===== src/rtl/sram22_rr_arbiter.sv =====
// Two-port arbiter in front of a single-port sram22 macro: valid/ready requests, 1-cycle read responses.
// Optional build macro SRAM22_ARB_FIXED_PRIO_EN: port 0 always wins contention (no round-robin pointer).
module sram22_rr_arbiter #(
    parameter int DATA_WIDTH = 24,
    parameter int ADDR_WIDTH = 6
) (
    input  logic                  clk,
    input  logic                  rst_n,
    input  logic                  p0_req_valid,
    output logic                  p0_req_ready,
    input  logic                  p0_req_we,
    input  logic [ADDR_WIDTH-1:0] p0_req_addr,
    input  logic [DATA_WIDTH-1:0] p0_req_wdata,
    output logic                  p0_rsp_valid,
    output logic [DATA_WIDTH-1:0] p0_rsp_rdata,
    input  logic                  p1_req_valid,
    output logic                  p1_req_ready,
    input  logic                  p1_req_we,
    input  logic [ADDR_WIDTH-1:0] p1_req_addr,
    input  logic [DATA_WIDTH-1:0] p1_req_wdata,
    output logic                  p1_rsp_valid,
    output logic [DATA_WIDTH-1:0] p1_rsp_rdata,
    output logic                  sram_we,
    output logic                  sram_wmask,
    output logic [ADDR_WIDTH-1:0] sram_addr,
    output logic [DATA_WIDTH-1:0] sram_din,
    input  logic [DATA_WIDTH-1:0] sram_dout
);

    logic                  gnt0;
    logic                  gnt1;
    logic                  gnt_any;
    logic                  gnt_we;
    logic [ADDR_WIDTH-1:0] gnt_addr;
    logic [DATA_WIDTH-1:0] gnt_wdata;
    logic [ADDR_WIDTH-1:0] held_addr;
    logic [DATA_WIDTH-1:0] held_din;
    logic                  rsp_pend;
    logic                  rsp_port;

`ifdef SRAM22_ARB_FIXED_PRIO_EN
    assign gnt0 = p0_req_valid;
    assign gnt1 = p1_req_valid && !p0_req_valid;
`else
    // rr_ptr names the port that wins the next contended cycle
    logic rr_ptr;

    assign gnt0 = p0_req_valid && (!p1_req_valid || !rr_ptr);
    assign gnt1 = p1_req_valid && (!p0_req_valid || rr_ptr);

    always_ff @(posedge clk or negedge rst_n) begin
        if (!rst_n) begin
            rr_ptr <= 1'b0;
        end else if (gnt0) begin
            rr_ptr <= 1'b1;
        end else if (gnt1) begin
            rr_ptr <= 1'b0;
        end
    end
`endif

    assign gnt_any      = gnt0 || gnt1;
    assign p0_req_ready = gnt0;
    assign p1_req_ready = gnt1;

    // Idle cycles keep the macro address/data bus parked on the last granted values
    always_comb begin
        gnt_we    = 1'b0;
        gnt_addr  = held_addr;
        gnt_wdata = held_din;
        if (gnt0) begin
            gnt_we    = p0_req_we;
            gnt_addr  = p0_req_addr;
            gnt_wdata = p0_req_wdata;
        end else if (gnt1) begin
            gnt_we    = p1_req_we;
            gnt_addr  = p1_req_addr;
            gnt_wdata = p1_req_wdata;
        end
    end

    assign sram_we    = gnt_we;
    assign sram_wmask = gnt_we;
    assign sram_addr  = gnt_addr;
    assign sram_din   = gnt_wdata;

    always_ff @(posedge clk or negedge rst_n) begin
        if (!rst_n) begin
            held_addr <= '0;
            held_din  <= '0;
        end else if (gnt_any) begin
            held_addr <= gnt_addr;
            held_din  <= gnt_wdata;
        end
    end

    // A write grant never sets rsp_pend, so the X dout after a write is never forwarded
    always_ff @(posedge clk or negedge rst_n) begin
        if (!rst_n) begin
            rsp_pend <= 1'b0;
            rsp_port <= 1'b0;
        end else begin
            rsp_pend <= gnt_any && !gnt_we;
            rsp_port <= gnt1;
        end
    end

    assign p0_rsp_valid = rsp_pend && !rsp_port;
    assign p1_rsp_valid = rsp_pend && rsp_port;
    assign p0_rsp_rdata = p0_rsp_valid ? sram_dout : '0;
    assign p1_rsp_rdata = p1_rsp_valid ? sram_dout : '0;

endmodule


===== config.mk =====
export PLATFORM = sky130hd
export DESIGN_NAME = sram22_rr_arbiter
export DESIGN_NICKNAME = d
export VERILOG_FILES = /design/src/rtl/sram22_rr_arbiter.sv
export SDC_FILE = /design/constraint.sdc
export NUM_CORES = 1
export LEC_CHECK = 0
export ABC_AREA = 0
export CORE_AREA = 2 2 73 102
export DETAILED_ROUTE_END_ITERATION = 16
export DIE_AREA = 0 0 75 104
export PLACE_DENSITY = 0.8
export REMOVE_ABC_BUFFERS = 1
export SETUP_SLACK_MARGIN = 0.1
export SLEW_MARGIN = 10
export SYNTH_ARGS = -nofsm -noshare
export SYNTH_HDL_FRONTEND = slang
export SYNTH_SLANG_ARGS = --single-unit
export TNS_END_PERCENT = 50

===== constraint.sdc =====
create_clock -name clk -period 3.6 [get_ports clk]
set_clock_uncertainty 0.15 [all_clocks]
set_input_delay 0.54 -clock clk [delete_from_list [all_inputs] [get_ports clk]]
set_output_delay 0.54 -clock clk [all_outputs]
set_load 0.005 [all_outputs]

==> results.py, run 1 <==
metrics = {
    "timing": {
        "setup_viol": 0,
        "rsz0062_at_grt": "no",
        "tns_ns": 0,
        "layout_min_cycle_time_ns": 2.994,
        "period_share_pct": 83.16,
        "worstMarginPinSlew_ns": 0.7459,
        "hold_viol": 0,
        "maxSlewViolCount": 0,
        "max-slew-margin-rel_pct": 50.27,
        "max_freq_ghz": 0.3340,
    },
    "clock_network": {
        "cts_tree": "built",
        "clk_pin_slew_worst_paths_ns": 0.07,
        "cts_setup_buffers": 0,
        "cts_buffer_depth": 2,
        "cts_buffers": 5,
        "clkLatencyLatePin_ns": 0.28,
        "clock-root-buffer": "clkbuf_8",
        "htree_levels": 2,
        "cts_resized": 0,
        "cts.sinks": 33,
        "ctsHoldBuffers": 0,
    },
    "placement": {
        "place_inst": 515,
        "gp_congestion": 0.7518,
        "io_buffer_count": 173,
        "post-dp-hpwl_mm": 5.765,
    },
    "global_routing": {
        "met2_usage_pct": 32.14,
        "grt_pass1_wl_mm": 11.93,
        "grt_util_met1_pct": 22.06,
        "antenna_found_initial": 2,
        "grt.total_usage_pct": 18.95,
        "grt_max_degree": 67,
        "grt.overflow.total": 0,
        "grt_pass1_vias": 2566,
        "top_usage_layer": "met2",
        "met3_usage_pct": 6.977,
    },
    "critical_path": {
        "r2r_end": "held_din[21]",
        "path_max_fanout": 26,
        "endpoint": "p0_rsp_rdata[8]",
        "critPathLaunchType": "flip-flop",
        "startpoint": "rsp_port",
        "reg2reg_from": "rr_ptr",
        "required_ns": 2.91,
        "reg2reg_depth": 3,
        "r2r_setup_slack_ns": 2.06,
        "arrival_ns": 2.30,
        "cp-end-kind": "output port",
        "criticalPathCategory": "flip-flop to output port",
    },
    "outcome": {
        "outcome": "finished clean",
    },
    "hold_path": {
        "min_path_type": "primary input to asynchronous set/reset pin",
    },
    "final_layout": {
        "drive_above_1_share_pct": 3.738,
        "fillCellCount": 639,
        "final_core_util_pct": 60.19,
        "seqCellArea_sq_um": 825.8,
        "final-instance-count-excl-fill": 523,
        "multiInputGateArea_sq_um": 1328,
        "final_cell_mix": "clkdlybuf4s50_1 (170), o21ai_0 (60), and3_1 (54)",
        "n_antenna_cell": 0,
        "layout_commonest_cell": "clkdlybuf4s50_1",
        "final_net_count": 517,
        "syn2layout_area_growth_pct": 77.18,
    },
    "yosys": {
        "ys_warn_count": 0,
        "synthMuxAreaShare_pct": 12.83,
        "synthCells": 273,
        "seq_area_frac_synth_pct": 35.28,
        "avgSynthCellArea_sq_um": 8.575,
        "synth_xor_area_share_pct": 0,
        "synth_edf_count": 0,
        "yosys.area_share.adder_pct": 0,
        "synth_compound_area_share_pct": 22.02,
        "synth_top_family_by_area": "compound AO/OA/AOI/OAI gates",
        "ys.flop_type": "dfrtp_1",
        "synth-simple-area-share_pct": 21.86,
        "async_flop_share_pct": 100.0,
        "syn_area_sq_um": 2341,
        "synth_cell_type_count": 19,
        "synth_seq_cells": 33,
    },
    "power": {
        "p_leak_nw": 1.835,
        "power_per_cell_area_nw_per_um2": 299.5,
        "vdd_ir_drop_max_mv": 0.2451,
    },
    "route": {
        "drtIter0Drc": 111,
        "routed_via_density": 5.140,
        "drt_pass1_iterations": 4,
        "drcViolationCount": 0,
        "num_vias": 2688,
        "wirelength_mm": 7.627,
        "ant_nets": 0,
        "wl_per_cell_um": 14.58,
    },
    "die": {
        "fp-row-count": 36,
        "fp.dieH_um": 104,
        "die_area_sq_um": 7800,
        "num_io_pins": 174,
        "fp.dieW_um": 75,
        "start_util_pct": 33.97,
        "core-area_sq_um": 6892,
    },
    "job": {
        "cap_viol_max_count": 0,
    },
}
## stage by stage
stage / hold slack (ns) / instance area [sq um] / total power, mW / setup slack, ns
after floorplan: 0.09441 / 2168 / 0.6070 / 1.424
after CTS: 0.1951 / 4148 / 1.257 / 0.5534
after global placement: 0.3852 / 4046 / 0.9361 / 0.7176
after detailed placement: 0.3958 / 4046 / 0.9443 / 0.6640
after global routing: 0.2364 / 4148 / 1.326 / 0.4646
final: 0.1745 / 4148 / 1.242 / 0.6063
## per-layer routing
layer	up-vias	wire [um]
met4	0	100
met1	1228	2923
met2	137	3681
li1	1309	-
met5	-	0
met3	14	921
## cell usage after synthesis (3+ instances only)
cell type	instances	area (sq um)
buf_4	3	22.52
and2_1	25	156.4
o21ai_0	60	300.3
inv_1	4	15.01
buf_6	5	56.30
mux2i_1	30	300.3
buf_2	8	40.04
a31oi_1	30	187.7
dfrtp_1	33	825.8
and3_1	54	337.8
clkbuf_1	13	48.80
## area by class of cell
class | count | share of cell area, %
Clock buffer | 7 | 2.323
Clock inverter | 1 | 0.1207
Inverter | 4 | 0.3620
Multi-Input combinational cell | 206 | 32.01
Sequential cell | 33 | 19.91
Tap cell | 95 | 2.866
Timing Repair Buffer | 177 | 42.41
## worst min path at each step
stage	from	to	slack, ns	cells after the start
3_3_place_gp	held_din[14]	held_din[14]	0.39	2
4_1_cts	rst_n	held_din[2]	0.20	1
3_5_place_dp	held_addr[4]	held_addr[4]	0.40	2
2_1_floorplan	rst_n	held_addr[0]	0.09	0
6_report	rst_n	held_din[2]	0.17	1
5_1_grt	rst_n	held_din[2]	0.24	1
## logic make-up (layout without fill, tap and decap cells)
kind of cell,after synthesis,count (layout)
buffers and inverters,34,189
AND/OR/NAND/NOR,82,82
multiplexers,30,30
flip-flops,33,33
AO/OA/AOI/OAI,94,94
## flip-flops by register name, indices dropped and copies added (netlist names)
signal / flops
held_addr: 6
held_din: 24
rr_ptr: 1
rsp_pend: 1
rsp_port: 1
## worst max-delay path, stage by stage (launching register included)
cell and delay, ns:
dfrtp_1 0.60, and2b_1 0.67, and2_1 0.24, clkdlybuf4s50_1 0.51
## power breakdown
group | switching [mW] | internal, mW
clock | 0.134 | 0.173
sequential | 0.0207 | 0.420
combinational | 0.197 | 0.297
total | 0.352 | 0.890
Note: power is estimated with default switching activity, not from simulation.
==> run 2, diff against run 1 <==
==> constraint.sdc (replaced) <==
create_clock -name clk -period 2.8 [get_ports clk]
set_clock_uncertainty 0.15 [all_clocks]
set_input_delay 0.42 -clock clk [delete_from_list [all_inputs] [get_ports clk]]
set_output_delay 0.42 -clock clk [all_outputs]
set_load 0.005 [all_outputs]
==> results.py, run 2 (synthesized netlist as in run 1, its figures left out) <==
metrics = {
    "global_routing": {
        "grt_max_degree": 61,
        "grt_pass1_vias": 2680,
        "grt.total_usage_pct": 19.52,
        "antenna_found_initial": 3,
        "grt.overflow.total": 0,
        "grt_pass1_wl_mm": 12.16,
    },
    "clock_network": {
        "cts_buffer_depth": 2,
        "cts_tree": "built",
        "htree_levels": 2,
        "clkLatencyLatePin_ns": 0.27,
        "cts_setup_buffers": 0,
        "cts_buffers": 5,
        "clk_pin_slew_worst_paths_ns": 0.07,
        "ctsHoldBuffers": 0,
        "cts.sinks": 33,
        "clock-root-buffer": "clkbuf_8",
    },
    "die": {
        "start_util_pct": 33.97,
        "core-area_sq_um": 6892,
        "die_area_sq_um": 7800,
        "fp-row-count": 36,
        "fp.dieH_um": 104,
        "fp.dieW_um": 75,
        "num_io_pins": 174,
    },
    "route": {
        "ant_nets": 0,
        "drt_pass1_iterations": 4,
        "wirelength_mm": 7.932,
        "routed_via_density": 5.161,
        "wl_per_cell_um": 15.05,
        "num_vias": 2720,
        "drcViolationCount": 0,
        "drtIter0Drc": 107,
    },
    "timing": {
        "period_share_pct": 91.05,
        "hold_viol": 0,
        "worstMarginPinSlew_ns": 0.7516,
        "maxSlewViolCount": 0,
        "max-slew-margin-rel_pct": 49.89,
        "max_freq_ghz": 0.3923,
        "setup_slack_ns": 0.2506,
        "layout_min_cycle_time_ns": 2.549,
        "tns_ns": 0,
        "setup_viol": 0,
        "rsz0062_at_grt": "no",
    },
    "placement": {
        "post-dp-hpwl_mm": 6.097,
        "dp_slack_ns": 0.3821,
        "io_buffer_count": 173,
        "gp_congestion": 0.7694,
    },
    "final_layout": {
        "multiInputGateArea_sq_um": 1333,
        "syn2layout_area_growth_pct": 79.80,
        "drive_above_1_share_pct": 4.861,
        "final_cell_mix": "clkdlybuf4s50_1 (170), o21ai_0 (60), and3_1 (54)",
        "seqCellArea_sq_um": 827.0,
        "final_net_count": 521,
        "n_antenna_cell": 0,
        "largest_reg_flops": 24,
        "fillCellCount": 635,
        "regMostFlops": "held_din",
        "top_regs": "held_din x24, held_addr x6",
        "layout_commonest_cell": "clkdlybuf4s50_1",
    },
    "outcome": {
        "outcome": "finished clean",
    },
    "power": {
        "vdd_ir_drop_max_mv": 0.2987,
        "p_leak_nw": 1.868,
        "power_per_cell_area_nw_per_um2": 384.1,
    },
    "critical_path": {
        "criticalPathCategory": "flip-flop to output port",
        "reg2reg_from": "rr_ptr",
        "arrival_ns": 1.98,
        "startpoint": "rr_ptr",
        "cp-end-kind": "output port",
        "critPathLaunchType": "flip-flop",
        "required_ns": 2.23,
        "path_max_fanout": 23,
    },
    "job": {
        "cap_viol_max_count": 0,
    },
    "hold_path": {
        "min_path_type": "primary input to asynchronous set/reset pin",
    },
}
run 2: cell types whose count changed in the layout (fill, tap and decap cells not counted), sizes merged:
cell	before	now
buf	7	11
run 2: metal layers:
metal / global-route usage [%] / part of all wire, % / up-vias
li1: - / - / 1321
met5: 0 / 0 / -
met4: 5.740 / 1.6 / 0
met2: 34.65 / 51 / 153
met3: 8.043 / 13 / 10
met1: 20.21 / 35 / 1236
run 2: final timing paths:
kind | slack, ns | to | cells past startpoint
setup / recovery | 0.25 | sram_addr[0] | 5
hold / removal | 0.05 | held_din[7] | 1
setup reg to reg | 1.31 | held_din[14] | 4
hold reg to reg | 0.40 | held_din[23] | 2
max in group asynchronous | 1.92 | rr_ptr | 1
min in group clk | 0.33 | rr_ptr | 3
run 2: worst max-delay path, stage by stage (launching register included):
cell and delay, ns:
dfrtp_2 0.49, buf_4 0.24, and3_1 0.17, a31oi_1 0.18, o21ai_0 0.15, clkdlybuf4s50_1 0.46
run 2: final cells by class:
| type | count | share of cell area, % |
|---|---|---|
| inverter | 4 | 0.3567 |
| clock inverter | 1 | 0.1189 |
| tap | 95 | 2.824 |
| timing repair buffer | 181 | 43.10 |
| clock buffer | 7 | 2.289 |
| multi-input combinational | 206 | 31.66 |
| sequential | 33 | 19.65 |
run 2: power breakdown:
part | switching [mW] | total (mW) | internal [mW]
Sequential | 0.0255 | 0.566 | 0.541
Combinational | 0.263 | 0.656 | 0.394
Clock | 0.172 | 0.394 | 0.222
Total | 0.460 | 1.62 | 1.16
run 2: through the flow:
step | instances | util [%] | power [mW] | area, sq um | hold WS, ns
finish | 527 | 61.07 | 1.617 | 4209 | 0.05377
global route | 527 | 61.07 | 1.719 | 4209 | 0.1197
CTS | 527 | 61.00 | 1.637 | 4204 | 0.07686
detailed placement | 519 | 59.51 | 1.234 | 4101 | 0.3829
global placement | 519 | 59.51 | 1.218 | 4101 | 0.3796
floorplan | 243 | - | 0.7804 | 2168 | -0.02559
run 2: repair_timing:
action	in CTS	in global routing
resized for setup	1	1
endpoints found under the setup margin	2	4
endpoints found under the hold margin	0	0
==> run 3, diff against run 2 <==
--- a/config.mk
+++ b/config.mk
@@ -9,7 +9,8 @@
 export CORE_AREA = 2 2 73 102
 export DETAILED_ROUTE_END_ITERATION = 16
 export DIE_AREA = 0 0 75 104
-export PLACE_DENSITY = 0.8
+export DONT_BUFFER_PORTS = 1
+export GPL_TIMING_DRIVEN = 0
 export REMOVE_ABC_BUFFERS = 1
 export SETUP_SLACK_MARGIN = 0.1
 export SLEW_MARGIN = 10
==> results.py, run 3 (synthesized netlist as in run 1, its figures left out) <==
metrics = {
    "route": {
        "wirelength_mm": 6.716,
        "drcViolationCount": 0,
        "drtIter0Drc": 117,
        "drt_pass1_iterations": 4,
        "ant_nets": 0,
        "num_vias": 2101,
        "wl_per_cell_um": 19.13,
        "routed_via_density": 5.986,
    },
    "clock_network": {
        "cts_setup_buffers": 0,
        "clkLatencyLatePin_ns": 0.28,
        "cts_buffers": 5,
        "cts.sinks": 33,
        "cts_buffer_depth": 2,
        "htree_levels": 2,
        "clock-root-buffer": "clkbuf_8",
        "cts_tree": "built",
        "clk_pin_slew_worst_paths_ns": 0.07,
    },
    "final_layout": {
        "drive_above_1_share_pct": 3.571,
        "final_net_count": 342,
        "final_cell_mix": "o21ai_0 (60), and3_1 (54), dfrtp_1 (32)",
        "layout_commonest_cell": "o21ai_0",
        "largest_reg_flops": 24,
        "regMostFlops": "held_din",
        "top_regs": "held_din x24, held_addr x6",
        "syn2layout_area_growth_pct": 3.474,
        "final_area_sq_um": 2422,
        "final_core_util_pct": 35.15,
    },
    "global_routing": {
        "grt_max_degree": 93,
        "grt.total_usage_pct": 16.40,
        "grt_pass1_wl_mm": 9.804,
        "grt.overflow.total": 0,
        "antenna_found_initial": 3,
        "grt_pass1_vias": 1960,
    },
    "power": {
        "p_leak_nw": 1.165,
        "power_per_cell_area_nw_per_um2": 499.5,
        "vdd_ir_drop_max_mv": 0.3056,
    },
    "timing": {
        "max_freq_ghz": 0.4148,
        "layout_min_cycle_time_ns": 2.411,
        "period_share_pct": 86.10,
        "worstMarginPinSlew_ns": 0.5506,
        "maxSlewViolCount": 0,
        "max-slew-margin-rel_pct": 62.91,
        "setup_viol": 0,
        "hold_viol": 0,
        "rsz0062_at_grt": "no",
    },
    "placement": {
        "gp_congestion": 0.6821,
        "placed_area_sq_um": 2287,
        "io_buffer_count": 0,
        "post-dp-hpwl_mm": 4.794,
    },
    "critical_path": {
        "arrival_ns": 1.84,
        "cp-end-kind": "output port",
        "reg2reg_depth": 3,
        "critPathLaunchType": "flip-flop",
        "path_max_fanout": 33,
        "criticalPathCategory": "flip-flop to output port",
        "required_ns": 2.23,
    },
    "die": {
        "fp.dieW_um": 75,
        "die_area_sq_um": 7800,
        "num_io_pins": 174,
        "fp.dieH_um": 104,
        "core-area_sq_um": 6892,
        "fp-row-count": 36,
        "start_util_pct": 33.97,
    },
    "hold_path": {
        "worst_hold_path.num_cells": 1,
        "min_path_type": "primary input to flip-flop",
    },
    "job": {
        "cap_viol_max_count": 0,
    },
    "outcome": {
        "outcome": "finished clean",
    },
}
-- run 3: cell count changes in the layout (fill, tap and decap cells not counted), sizes merged --
cell and change:
clkdlybuf4s50 -170, dlygate4sd3 +1, buf -10, clkinv -1
diode +4
-- run 3: where the power goes --
part           internal (mW)  switching (mW)  total [mW]
Clock                  0.195           0.165       0.360
Combinational          0.110           0.148       0.258
Sequential             0.542          0.0506       0.592
-- run 3: final timing paths --
path	end	slack (ns)	startpoint
min in group asynchronous	held_din[2]	0.43	rst_n
worst min-delay path	rsp_pend	0.07	p1_req_we
worst min register to register	held_din[10]	0.41	held_din[10]
worst max-delay path	sram_we	0.39	rr_ptr
max in group asynchronous	rr_ptr	1.88	rst_n
worst max register to register	held_din[11]	1.12	rr_ptr
-- run 3: timing repair --
action	in CTS	in global routing
hold endpoints to repair	33	0
endpoints found under the setup margin	33	2
resized for setup	2	1
gates cloned	0	0
hold buffers	2	0
-- run 3: final cells by class --
class	instances	area (sq um)
fillers	731	4469
multi-input cells	206	1333
flip-flops and latches	33	829.5
well taps	95	118.9
clock buffers	7	86.33
repair buffers	2	30.03
inverters	4	15.01
diodes	4	10.01
-- run 3: critical path, cell delays in order (launching register included) --
cell and delay (ns):
dfrtp_4 0.65, nand2_4 0.31, nand2_1 0.18, inv_1 0.09
a22o_1 0.31
-- run 3: metal layers --
metal	vias up	GRT usage (%)	share of wire, %
met3	12	6.977	12
met5	-	0	0.18
met1	992	16.51	35
li1	964	-	-
met4	2	5.740	2.2
met2	131	29.01	50
-- run 3: through the flow --
stage / worst slack (ns) / power (mW) / setup TNS, ns / hold WS, ns / instances
after floorplan: 0.7440 / 0.7804 / 0 / -0.02559 / 243
after global placement: -0.1604 / 0.8353 / -0.4886 / -0.02458 / 338
after detailed placement: -0.1823 / 0.8461 / -0.7735 / -0.02463 / 338
after CTS: 0.1773 / 1.237 / 0 / 0.06224 / 347
after global routing: 0.2351 / 1.304 / 0 / 0.05860 / 347
final: 0.3892 / 1.210 / 0 / 0.06926 / 351
==> RTL edit 1: new RTL, config.mk and constraints of run 2 <==
The option `SRAM22_ARB_FIXED_PRIO_EN` is turned on by a define.
--- a/src/rtl/sram22_rr_arbiter.sv
+++ b/src/rtl/sram22_rr_arbiter.sv
@@ -2,2 +2,4 @@
 // Optional build macro SRAM22_ARB_FIXED_PRIO_EN: port 0 always wins contention (no round-robin pointer).
+`define SRAM22_ARB_FIXED_PRIO_EN
+
 module sram22_rr_arbiter #(
Function: changed (a bounded check fails within 4 cycles, from zero or initial values and one cycle with rst_n low).
==> RTL edit 1 against run 2 <==
  * Setup slack worse by 0.12 ns
  * Sequential power down 8.0%
  * Area after synthesis down 12%
  * Clock power down 3%
  * Via count down 17%
  * Synthesized cell count down 16%
  * Fmax down 4.4%
  * Routed wire length down 16%
  * Sequential cell count down 1
  * Final area down 7.1%
  * Cell count down 6.5%
  * Power down 15%
==> RTL edit 1: results (changes against run 2) <==
- Setup slack, reg-to-reg: 1.88 ns (was 1.31 ns)
- Vias in the first global route: 2104 (was 2680)
- Largest net degree at the start of global routing: 33 (was 61)
- Register-to-Register Path Depth: 2 (was 4)
- Antenna violations before repair: 0 (was 3)
- Via Count: 2251 (was 2720)
- Placer congestion estimate: 0.747 (was 0.769)
- Via-to-Cell Ratio: 4.57 (was 5.16)
- CP endpoint: p0_rsp_rdata[4] (was sram_addr[0])
- First-pass GRT wire length: 9870 um (was 12200 um)
- Worst setup margin: 0.133 ns (was 0.251 ns)
- Slowest CP cell: dfrtp_1 (was dfrtp_2)
- Crit-path max FO: 27 (was 23)
- Max stage delay on crit path: 0.66 ns (was 0.49 ns)
- GRT Overall Usage: 0.161 (was 0.195)
- Synth Area per Inst: 9.04 sq um (was 8.58 sq um)
- Placed cell areas: 0.00380 sq mm (was 0.00410 sq mm)
- FILL cells: 613 (was 635)
- Slew headroom: 0.506 (was 0.499)
- Static Leak: 1.71 nW (was 1.87 nW)
- Layout cell share with drive strength beyond 1: 0.0729 (was 0.0486)
- DP Wirelength: 5360 um (was 6100 um)
- Worst slack at placement: 0.408 ns (was 0.382 ns)
- Status: complete, no violations (unchanged)
- Library cells used by synthesis: 18 (was 19)
- CP startpoint: rsp_port (was rr_ptr)
- Synth area leaders: dfrtp_1 39%, mux2i_1 15%, o21ai_1 15%, and2_1 6.9%, and3_1 5.7% (was dfrtp_1 35%, and3_1 14%, mux2i_1 13%, o21ai_0 13%, a31oi_1 8.0%)
- Clock sinks: 32 (was 33)
- Layout Nets: 488 (was 521)
- Reg-to-Reg Start: held_din[14] (was rr_ptr)
- Most frequent cells after synthesis: 60 x o21ai_1, 32 x dfrtp_1, 30 x mux2i_1, 30 x nand2_1, 23 x and2_1 (was 60 x o21ai_0, 54 x and3_1, 33 x dfrtp_1)
- Post_cts resized: 0 (was 1)
- DRT iter0 DRCs: 21 (was 107)
- Routed WL per cell: 13.4 um (was 15.1 um)
[RTL edit 1: cell count changes after synthesis, sizes merged, moves of 2 or more]
cell          before  now
nor2b              0    2
dlymetal6s2s       0    2
a31oi             30    0
clkbuf            14    2
nand2              2   30
inv                4    2
buf               16   18
and3              54   24
[RTL edit 1: critical path, delay by kind of cell (launching register included)]
| kind | cells | cell delay, ns |
|---|---|---|
| flops | 1 | 0.66 |
| simple gates | 2 | 0.66 |
| buf+inv | 1 | 0.50 |
[RTL edit 1: worst min-delay path by stage]
stage,slack (ns),endpoint,cells after the start,from
finish,0.40,held_din[0],2,rst_n
global route,0.42,held_din[20],2,held_din[20]
CTS,0.40,held_din[23],2,held_din[23]
detailed placement,0.39,held_din[8],2,held_din[8]
global placement,0.38,held_addr[0],2,held_addr[0]
floorplan,-0.03,held_addr[0],0,rst_n
[RTL edit 1: layout make-up]
cell class              instances  area (sq um)  share of cell area
repair buffers                183          1810               0.463
well taps                      95           119              0.0304
multi-input cells             174          1080               0.276
clock buffers                   7          96.3              0.0246
flip-flops and latches         32           801               0.205
inverters                       2          7.51             0.00192
[RTL edit 1: stage by stage]
stage	power, mW	util
6_report	1.37	0.567
5_1_grt	1.45	0.567
4_1_cts	1.39	0.566
3_5_place_dp	1.00	0.552
3_3_place_gp	0.991	0.552
2_1_floorplan	0.657	-
[RTL edit 1: power by group]
part	internal (mW)	switching (mW)
sequential	0.504	0.0172
combinational	0.300	0.168
clock	0.219	0.163
[RTL edit 1: logic make-up after synthesis]
logic type,Yosys count,synth area share
mux,30,0.145
flops,32,0.387
buf+inv,24,0.0973
simple gates,81,0.218
compound gates,62,0.153
[RTL edit 1: what timing repair did]
item,CTS,global route
setup endpoints to repair,0,24
endpoints found under the hold margin,0,0
setup buffers,0,0
hold buffers,0,0
[RTL edit 1: per-layer routing]
layer,global-route usage,share of wire,vias to the layer above
met2,0.281,0.49,135
met4,0.0510,0.0084,0
met1,0.161,0.35,981
met5,0,0,-
li1,-,-,1131
met3,0.0795,0.15,4
==> RTL edit 2: new RTL, flow settings as in run 2 <==
Made on the original files. Reset style: synchronous (`rst_n`), changed in 3 clocked blocks.
--- a/src/rtl/sram22_rr_arbiter.sv
+++ b/src/rtl/sram22_rr_arbiter.sv
@@ -50,3 +50,3 @@
 
-    always_ff @(posedge clk or negedge rst_n) begin
+    always_ff @(posedge clk) begin
         if (!rst_n) begin
@@ -86,3 +86,3 @@
 
-    always_ff @(posedge clk or negedge rst_n) begin
+    always_ff @(posedge clk) begin
         if (!rst_n) begin
@@ -97,3 +97,3 @@
     // A write grant never sets rsp_pend, so the X dout after a write is never forwarded
-    always_ff @(posedge clk or negedge rst_n) begin
+    always_ff @(posedge clk) begin
         if (!rst_n) begin
Behaviour: differs if rst_n is asserted again (counterexample within 4 cycles, from zero or initial values and one cycle with rst_n low); with rst_n held inactive, the same outputs for 10 cycles.
==> RTL edit 2 against run 2 <==
  * Final area up 8.0%
  * Core utilization is 4.9 points higher
  * Routed wire length grew 7.9%
  * Sequential power fell by 9.0%
  * Power is 11% lower
  * Sequential cell count stayed put
  * Setup slack gained 0.088 ns
  * Area after synthesis grew 15%
  * First-iteration DRC count up 3.7%
  * Critical path depth unchanged
  * Critical endpoint is now sram_din[20]
==> RTL edit 2: results (changes against run 2) <==
- DP Cell Count: 553 (was 519)
- Worst hold endpoint: rr_ptr
- Antenna violations before repair: 1 (was 3)
- Worst hold path type: in -> reg (was in -> async)
- Layout Nets: 555 (was 521)
- Clk buf depth: 2 (unchanged)
- GR Layer Usage met3: 0.0785 (was 0.0804)
- Reg-to-Reg Start: rr_ptr (unchanged)
- Max stage delay on crit path: 0.55 ns (was 0.49 ns)
- Number of port buffers: 173 (unchanged)
- # Post-CTS Setup Buffers: 0 (unchanged)
- Compound-Gate Fraction of Synth Area: 0.0950 (was 0.220)
- Number of buffers created by CTS: 5 (unchanged)
- Worst skew pair latency: approximately 0.28 ns
- WHS Path Cells: 4
- Routed WL per cell: 15.3 um (was 15.1 um)
- Post-synth ARST share: 0 (was 1.00)
- Clk slew on worst S/H paths: 0.07 ns (about the same)
- Worst Path Arrival: 1.89 ns (was 1.98 ns)
- Most frequent cells after synthesis: 61 x nor3b_1, 34 x nor2b_1, 33 x dfxtp_1 (was 60 x o21ai_0, 54 x and3_1, 33 x dfrtp_1)
- Static Leak: 1.62 nW (was 1.87 nW)
- Warnings, synthesis: 0 (unchanged)
- Worst R2R End: held_din[21] (was held_din[14])
- Vias in the first global route: 2942 (was 2680)
- First-pass GRT wire length: 13800 um (was 12200 um)
- Status: complete, no violations (unchanged)
- Synth area leaders: dfxtp_1 24%, nor3b_1 17%, nor4b_2 17%, a211oi_1 8.3%, nor2b_1 7.9% (was dfrtp_1 35%, and3_1 14%, mux2i_1 13%, o21ai_0 13%, a31oi_1 8.0%)
- Post_cts resized: 0 (was 1)
- Placed cell areas: 0.00447 sq mm (was 0.00410 sq mm)
- Slew headroom: 0.611 (was 0.499)
- Slowest CP cell: clkdlybuf4s50_1 (was dfrtp_2)
- Setup slack, reg-to-reg: 1.45 ns (was 1.31 ns)
- Hold Crit Start: p1_req_valid
- Register-to-Register Path Depth: 4 (unchanged)
- H-tree depth: 2 (unchanged)
- Post-Synth XOR/XNOR Area: 0 (unchanged)
- VDD IR max: 0.284 mV (was 0.299 mV)
- Cell count after synthesis: 307 (was 273)
- Met2 usage: 0.386 (was 0.346)
- Met1 usage: 0.241 (was 0.202)
- DRT iter0 DRCs: 111 (was 107)
- DP Wirelength: 6620 um (was 6100 um)
- Placer congestion estimate: 0.759 (was 0.769)
- Via-to-Cell Ratio: 5.31 (was 5.16)
- Final wirelength: 8560 um (was 7930 um)
- Mux contribution to synthesized area: 0 (was 0.128)
- Largest registers: held_din (24), held_addr (6) (unchanged)
- Sequential area share after synthesis: 0.245 (was 0.353)
- Layout cell share with drive strength beyond 1: 0.107 (was 0.0486)
- Root Driver: clkbuf_8 (unchanged)
- Crit-path max FO: 15 (was 23)
- Ant diodes: 0 (unchanged)
- Largest net degree at the start of global routing: 65 (was 61)
- Worst slack at placement: 0.346 ns (was 0.382 ns)
- Library cells used by synthesis: 17 (was 19)
- GRT Overall Usage: 0.219 (was 0.195)
RTL edit 2: changes by cell type after synthesis, moves of 33 or more:
cell,delta
nor3b_1,+61
o21ai_0,-60
nor2b_1,+34
dfrtp_1,-33
dfxtp_1,+33
RTL edit 2: cells by family (layout without fill, tap and decap cells):
logic type	after synthesis	in the layout
AO/OA/AOI/OAI	34	34
buffers and inverters	34	193
AND/OR/NAND/NOR	206	206
flip-flops	33	33
RTL edit 2: routing by layer:
layer,vias up,part of all wire
met5,-,0.0015
met4,2,0.013
met3,13,0.11
met2,137,0.50
met1,1369,0.38
li1,1458,-
RTL edit 2: how the worst max path moves through the flow:
stage,start,to,slack [ns],cells past startpoint
floorplan,rr_ptr,sram_we,-0.07,3
global placement,p0_req_valid,sram_din[20],0.35,6
detailed placement,p0_req_valid,sram_din[20],0.35,6
CTS,rr_ptr,sram_din[20],0.32,5
global route,p0_req_valid,sram_din[12],0.19,6
finish,rr_ptr,sram_din[20],0.34,5
RTL edit 2: final cells by class:
type / count / area [sq um]
Fill cell: 603 / 2340
Multi-Input combinational cell: 240 / 1850
Sequential cell: 33 / 661
Timing Repair Buffer: 185 / 1840
Tap cell: 95 / 119
Clock buffer: 8 / 80.1
RTL edit 2: per-stage QoR:
step	setup TNS, ns	hold WS [ns]
2_1_floorplan	-0.133	0.388
3_3_place_gp	0	0.619
3_5_place_dp	0	0.627
4_1_cts	0	0.556
5_1_grt	0	0.604
6_report	0	0.568
RTL edit 2: power breakdown:
| part | switching (mW) | leakage, nW | internal (mW) | total (mW) |
|---|---|---|---|---|
| sequential | 0.00769 | 0.274 | 0.507 | 0.515 |
| combinational | 0.227 | 1.31 | 0.354 | 0.581 |
| clock | 0.168 | 0.0395 | 0.177 | 0.345 |
| total | 0.402 | 1.62 | 1.04 | 1.44 |
RTL edit 2: worst max-delay path, delay by kind of cell (launching register included):
kind | cells | cell delay [ns]
buf+inv | 2 | 0.78
flops | 1 | 0.33
simple gates | 3 | 0.50
